File: src/rtl/dmem_responder.sv
// rtl/dmem_responder.sv - multi-cycle RV32I data-memory responder (MEM-stage target)
//
// Accepts one load/store at a time over a req_valid/req_ready handshake, waits
// WAIT_CYCLES, performs a byte/half/word access with RV32I extension rules and
// returns a one-cycle rsp_valid strobe. busy stalls the pipeline meanwhile.
//
// Optional feature macro: DMEM_MISALIGN_ERR_EN
//   defined   - misaligned accesses are suppressed and flagged on rsp_err
//   undefined - rsp_err is 0; misaligned addresses are rounded down
//
// Ports:
//   clk, reset            clock (rising edge), synchronous active-high reset
//   req_valid/req_ready   request handshake
//   req_write             1 = store, 0 = load
//   req_addr              byte address (DM_ADDRESS bits)
//   req_wdata             store data (low lanes used)
//   req_funct3            RV32I funct3 of the load/store
//   rsp_valid             one-cycle response strobe
//   rsp_rdata             extended load data, 0 for stores (held until next response)
//   rsp_err               misalignment error, qualified by rsp_valid
//   busy                  request outstanding
module dmem_responder #(
  parameter int DM_ADDRESS  = 9,
  parameter int DATA_W      = 32,
  parameter int WAIT_CYCLES = 2
) (
  input  logic                  clk,
  input  logic                  reset,
  input  logic                  req_valid,
  input  logic                  req_write,
  input  logic [DM_ADDRESS-1:0] req_addr,
  input  logic [DATA_W-1:0]     req_wdata,
  input  logic [2:0]            req_funct3,
  output logic                  req_ready,
  output logic                  rsp_valid,
  output logic [DATA_W-1:0]     rsp_rdata,
  output logic                  rsp_err,
  output logic                  busy
);

  localparam int WORDS = 1 << (DM_ADDRESS - 2);
  localparam logic [3:0] WAIT_INIT = 4'(WAIT_CYCLES);

  typedef enum logic [1:0] {S_IDLE, S_WAIT, S_ACCESS, S_RESP} state_t;

  state_t state, state_next;
  logic [3:0] cnt, cnt_next;

  logic                  lat_write;
  logic [DM_ADDRESS-1:0] lat_addr;
  logic [DATA_W-1:0]     lat_wdata;
  logic [2:0]            lat_funct3;

  logic [DATA_W-1:0] mem [WORDS];

  logic                  is_half, is_word, misaligned, blocked, store_ok, mem_we;
  logic [1:0]            eff_off;
  logic [DM_ADDRESS-3:0] word_idx;
  logic [DATA_W-1:0]     rd_word, rd_shift, wr_word, load_data, acc_rdata;
  logic [7:0]            byte_sel;
  logic [15:0]           half_sel;
  logic                  acc_err;

  always_ff @(posedge clk) begin
    if (reset) begin
      state     <= S_IDLE;
      cnt       <= 4'd0;
      rsp_rdata <= '0;
      rsp_err   <= 1'b0;
    end else begin
      state <= state_next;
      cnt   <= cnt_next;
      // Response registers only change on the ACCESS -> RESP transition.
      if (state == S_ACCESS) begin
        rsp_rdata <= acc_rdata;
        rsp_err   <= acc_err;
      end
    end
  end

  // Request capture; datapath only, so no reset needed.
  always_ff @(posedge clk) begin
    if (state == S_IDLE && req_valid) begin
      lat_write  <= req_write;
      lat_addr   <= req_addr;
      lat_wdata  <= req_wdata;
      lat_funct3 <= req_funct3;
    end
  end

  // Memory has no reset: contents survive a reset, and a store committed in
  // ACCESS is written even if reset arrives in that same cycle.
  always_ff @(posedge clk) begin
    if (mem_we) mem[word_idx] <= wr_word;
  end

  always_comb begin
    state_next = state;
    cnt_next   = cnt;
    case (state)
      S_IDLE: begin
        if (req_valid) begin
          cnt_next   = WAIT_INIT;
          state_next = (WAIT_CYCLES > 0) ? S_WAIT : S_ACCESS;
        end
      end
      S_WAIT: begin
        cnt_next = cnt - 4'd1;
        if (cnt <= 4'd1) state_next = S_ACCESS;
      end
      S_ACCESS: state_next = S_RESP;
      S_RESP:   state_next = S_IDLE;
      default:  state_next = S_IDLE;
    endcase
  end

  assign req_ready = (state == S_IDLE);
  assign rsp_valid = (state == S_RESP) && !reset;
  assign busy      = (state != S_IDLE) || req_valid;

  always_comb begin
    // funct3 101 is only a halfword for loads; as a store it is invalid.
    is_half    = (lat_funct3[1:0] == 2'b01) && (!lat_write || !lat_funct3[2]);
    is_word    = (lat_funct3 == 3'b010);
    misaligned = (is_half && lat_addr[0]) || (is_word && (lat_addr[1:0] != 2'b00));
`ifdef DMEM_MISALIGN_ERR_EN
    blocked = misaligned;
`else
    blocked = 1'b0;
`endif
    eff_off = lat_addr[1:0];
    if (is_half) eff_off[0] = 1'b0;
    if (is_word) eff_off    = 2'b00;

    word_idx = lat_addr[DM_ADDRESS-1:2];
    rd_word  = mem[word_idx];
    rd_shift = rd_word >> {eff_off, 3'b000};
    byte_sel = rd_shift[7:0];
    half_sel = eff_off[1] ? rd_word[31:16] : rd_word[15:0];

    load_data = '0;
    case (lat_funct3)
      3'b000:  load_data = {{(DATA_W-8){byte_sel[7]}}, byte_sel};
      3'b100:  load_data = {{(DATA_W-8){1'b0}}, byte_sel};
      3'b001:  load_data = {{(DATA_W-16){half_sel[15]}}, half_sel};
      3'b101:  load_data = {{(DATA_W-16){1'b0}}, half_sel};
      3'b010:  load_data = rd_word;
      default: load_data = '0;
    endcase

    // Read-modify-write merge keeps unwritten lanes.
    wr_word  = rd_word;
    store_ok = 1'b1;
    case (lat_funct3)
      3'b000:  wr_word[{eff_off, 3'b000} +: 8]        = lat_wdata[7:0];
      3'b001:  wr_word[{eff_off[1], 4'b0000} +: 16]   = lat_wdata[15:0];
      3'b010:  wr_word                                = lat_wdata;
      default: store_ok = 1'b0;
    endcase

    mem_we    = (state == S_ACCESS) && lat_write && store_ok && !blocked;
    acc_rdata = (lat_write || blocked) ? '0 : load_data;
    acc_err   = blocked;
  end

endmodule

File: config.mk
export PLATFORM = sky130hd
export DESIGN_NAME = dmem_responder
export DESIGN_NICKNAME = d
export VERILOG_FILES = /design/src/rtl/dmem_responder.sv
export SDC_FILE = /design/constraint.sdc
export NUM_CORES = 2
export LEC_CHECK = 0
export ABC_AREA = 1
export CAP_MARGIN = 20
export CORE_MARGIN = 5
export CORE_UTILIZATION = 30
export DETAILED_ROUTE_END_ITERATION = 10
export PLACE_DENSITY = 0.46
export SYNTH_ARGS = -nofsm -noshare
export SYNTH_HDL_FRONTEND = slang
export SYNTH_SLANG_ARGS = --single-unit
export TNS_END_PERCENT = 50
File: constraint.sdc
create_clock -name clk -period 6.3 [get_ports clk]
set_input_delay 0.63 -clock clk [delete_from_list [all_inputs] [get_ports clk]]
set_output_delay 0.63 -clock clk [all_outputs]
set_load 0.02 [all_outputs]
==> results_dict.tcl <==
set metrics [dict create \
    r2r-end "mem[56][31]" \
    cts_tree "done" \
    drt-total-wl_um 583400 \
    die_w_um 760.1 \
    min_path_cells 1 \
    num_vias 111623 \
    detail-route-antenna-nets 0 \
    synth_compound_area_share_pct 4.139 \
    status "finished clean" \
    die_area_um2 577800 \
    grt_pass1_wl_um 822400 \
    hold_start "req_wdata[30]" \
    reg2regPathDepth 15 \
    top_usage_layer "met2" \
    final-max-slew-violation-count 0 \
    synth_cell_types 34 \
    critical_path_required_ns 6.90 \
    crit_path_max_fanout 64 \
    fill_cells 54983 \
    yosysTopAreaCellShare_pct 73.66 \
    cts_buffers 438 \
    antenna_found_initial 28 \
    io_pins 84 \
    synth_top_family_by_area "simple AND/OR/NAND/NOR gates" \
    drt_iter0_drc 12019 \
    synth_top_cell_by_area "edfxtp_1" \
    cp-start-kind "flop" \
    synth_edf_count 4141 \
    drc 0 \
    synthMuxAreaShare_pct 0 \
    async_flop_share_pct 0 \
    fin_crit_ns 5.524 \
    die_h_um 760.1 \
    fmax_ghz 0.1810 \
    layout.cells.most_common "edfxtp_1" \
    gr-usage-met1_pct 27.50 \
    layout_common_cells "edfxtp_1, nand2_1, nand3_1" \
    synthXorXnorAreaFrac_pct 0 \
    area_growth_pct 15.78 \
    holdPathEnd "lat_wdata[30]" \
    hold_buffers 0 \
    detail_route.wl_per_cell_um 26.80 \
    routed_via_density 5.128 \
    cts_setup_buffers 0 \
    use_met3_pct 2.965 \
    grt_pass1_vias 104882 \
    multi_input_area_um2 39620 \
    avgSynthCellArea_um2 12.24 \
    fin_util_pct 34.85 \
    use_met2_pct 30.59 \
    cts_sinks 4186 \
    num_rows 275 \
    tns_ns 0 \
    yosysWarningCount 0 \
    synth_seq_area_share_pct 74.20 \
    tightest_slew_ns 1.154 \
    synth_fa_ha_area_share_pct 0.08153 \
    hp-class "in2reg" \
    ys_ff_latch 4186 \
    synth_nets 13851 \
    grt_use_total_pct 19.46 \
    powerDensity_nw_per_um2 507.5 \
    initial_utilization_pct 30.10 \
    cts-root-buf "clkbuf_16" \
    clock_skew_ns 0.1304 \
    critPathCaptureType "flop" \
    fp.coreArea_um2 560900 \
    max-cap-violations 0 \
    finalSetupViolations 0 \
    synthesis.instances 13792 \
    r2r_slack_ns 0.78 \
    grt_max_degree 150 \
    synthSimpleGateAreaFrac_pct 18.30 \
    arrival_ns 6.13 \
    gp_congestion 0.9123 \
    drtPass1Iterations 8 \
    register_area_um2 125300 \
    nets 13952 \
    netlist_area_um2 168800 \
    hpwl_um 338700 \
    max-slew-margin-rel_pct 23.04 \
    cts_max_level 5 \
    synth.area.top_cells "edfxtp_1, nand3_1, nand2_1, o21ai_0, nor2_1" \
    grt_overflow 0 \
    cts_resized 0 \
    clk_transition_reported_paths_ns 0.07 \
    worst-setup-path-type "reg2reg" \
    synthFlopType "edfxtp_1" \
    drive_above_1_share_pct 9.308 \
    portBuffers 82 \
    peakVddDrop_v 0.0006534 \
    cts_max_path_buffers 4 \
    finalHoldViolCount 0 \
    min_period_over_period_pct 87.68 \
    rsz0062_at_grt "false" \
    clk-insertion-delay-late_ns 1.05 \
    leakage_nw 65.55 \
]
how the worst max path moves through the flow:
stage,from,to,slack [ns],cells past startpoint
after floorplan,lat_funct3[2],mem[0][18],0.02,9
after global placement,flop,mem[36][31],0.92,15
after detailed placement,flop,mem[36][31],0.88,15
after CTS,flop,mem[63][31],0.78,15
after global routing,flop,mem[56][31],0.65,15
final,flop,mem[56][31],0.78,15
synth_stat cells (6+ instances only):
cell and number:
a21oi_1 135, buf_1 134, buf_2 302, buf_4 187
buf_6 33, clkbuf_1 284, dfxtp_1 45, edfxtp_1 4141
ha_1 11, inv_1 157, nand2_1 3303, nand3_1 3053
nand4_1 6, nor2_1 816, nor3_1 7, o2111ai_1 32
o211ai_1 11, o21ai_0 769, o21ai_1 18, o22ai_1 317
area by class of cell:
type	count	area share [%]
well taps	7479	4.788
multi-input cells	8493	20.27
flip-flops and latches	4186	64.09
inverters	167	0.3431
clock inverters	287	1.359
repair buffers	607	3.274
diodes	20	0.02561
clock buffers	528	5.846
stage by stage:
stage / cells / setup WS [ns] / hold WS (ns) / power [mW] / area [um^2]
2_1_floorplan: 13792 / 0.01688 / 0.4664 / 58.62 / 168800
4_1_cts: 21744 / 0.7823 / 0.05013 / 99.75 / 195300
6_report: 21767 / 0.7760 / 0.1456 / 99.19 / 195500
5_1_grt: 21754 / 0.6546 / 0.09189 / 103.1 / 195400
3_3_place_gp: 20914 / 0.9164 / 0.4575 / 73.92 / 180900
3_5_place_dp: 20929 / 0.8781 / 0.4575 / 74.02 / 181300
cell families (layout without fill, tap and decap cells):
logic type | Yosys count | in the layout
simple gates | 7195 | 7195
other cells | 1 | 21
buf+inv | 1113 | 1589
flops | 4186 | 4186
fa+ha+maj | 11 | 11
compound gates | 1286 | 1286
power breakdown:
group / internal [mW] / switching (mW) / total, mW
Sequential: 38.2 / 0.375 / 38.6
Clock: 14.5 / 11.2 / 25.8
Combinational: 7.39 / 27.4 / 34.8
metal layers:
metal  up-vias  share of wire (%)
met1     57085                 44
met4         4                3.7
met2      3712                 46
met5         -              0.075
li1      50099                  -
met3       723                6.4
flip-flops by register name, summed over array words and instances, names as in the netlist, named ones only:
register / cells
cnt: 4
lat_addr: 9
lat_funct3: 3
lat_wdata: 32
lat_write: 1
mem: 4096
rsp_rdata: 32
state: 2
critical path: stages (launching register included):
cell and delay (ns):
dfxtp_4 0.52, inv_8 0.54, buf_12 0.37, buf_12 0.21, buf_4 0.19, nand2_1 0.06
nand3_1 0.06, nand3_1 0.09, nand3_1 0.15, nand3_1 0.21, nand3_1 0.32, nand3_1 0.45
nand2_1 0.32, nor2_1 0.10, o2111ai_4 0.56, buf_4 0.70
No activity file was read; power rests on OpenSTA's default activity.
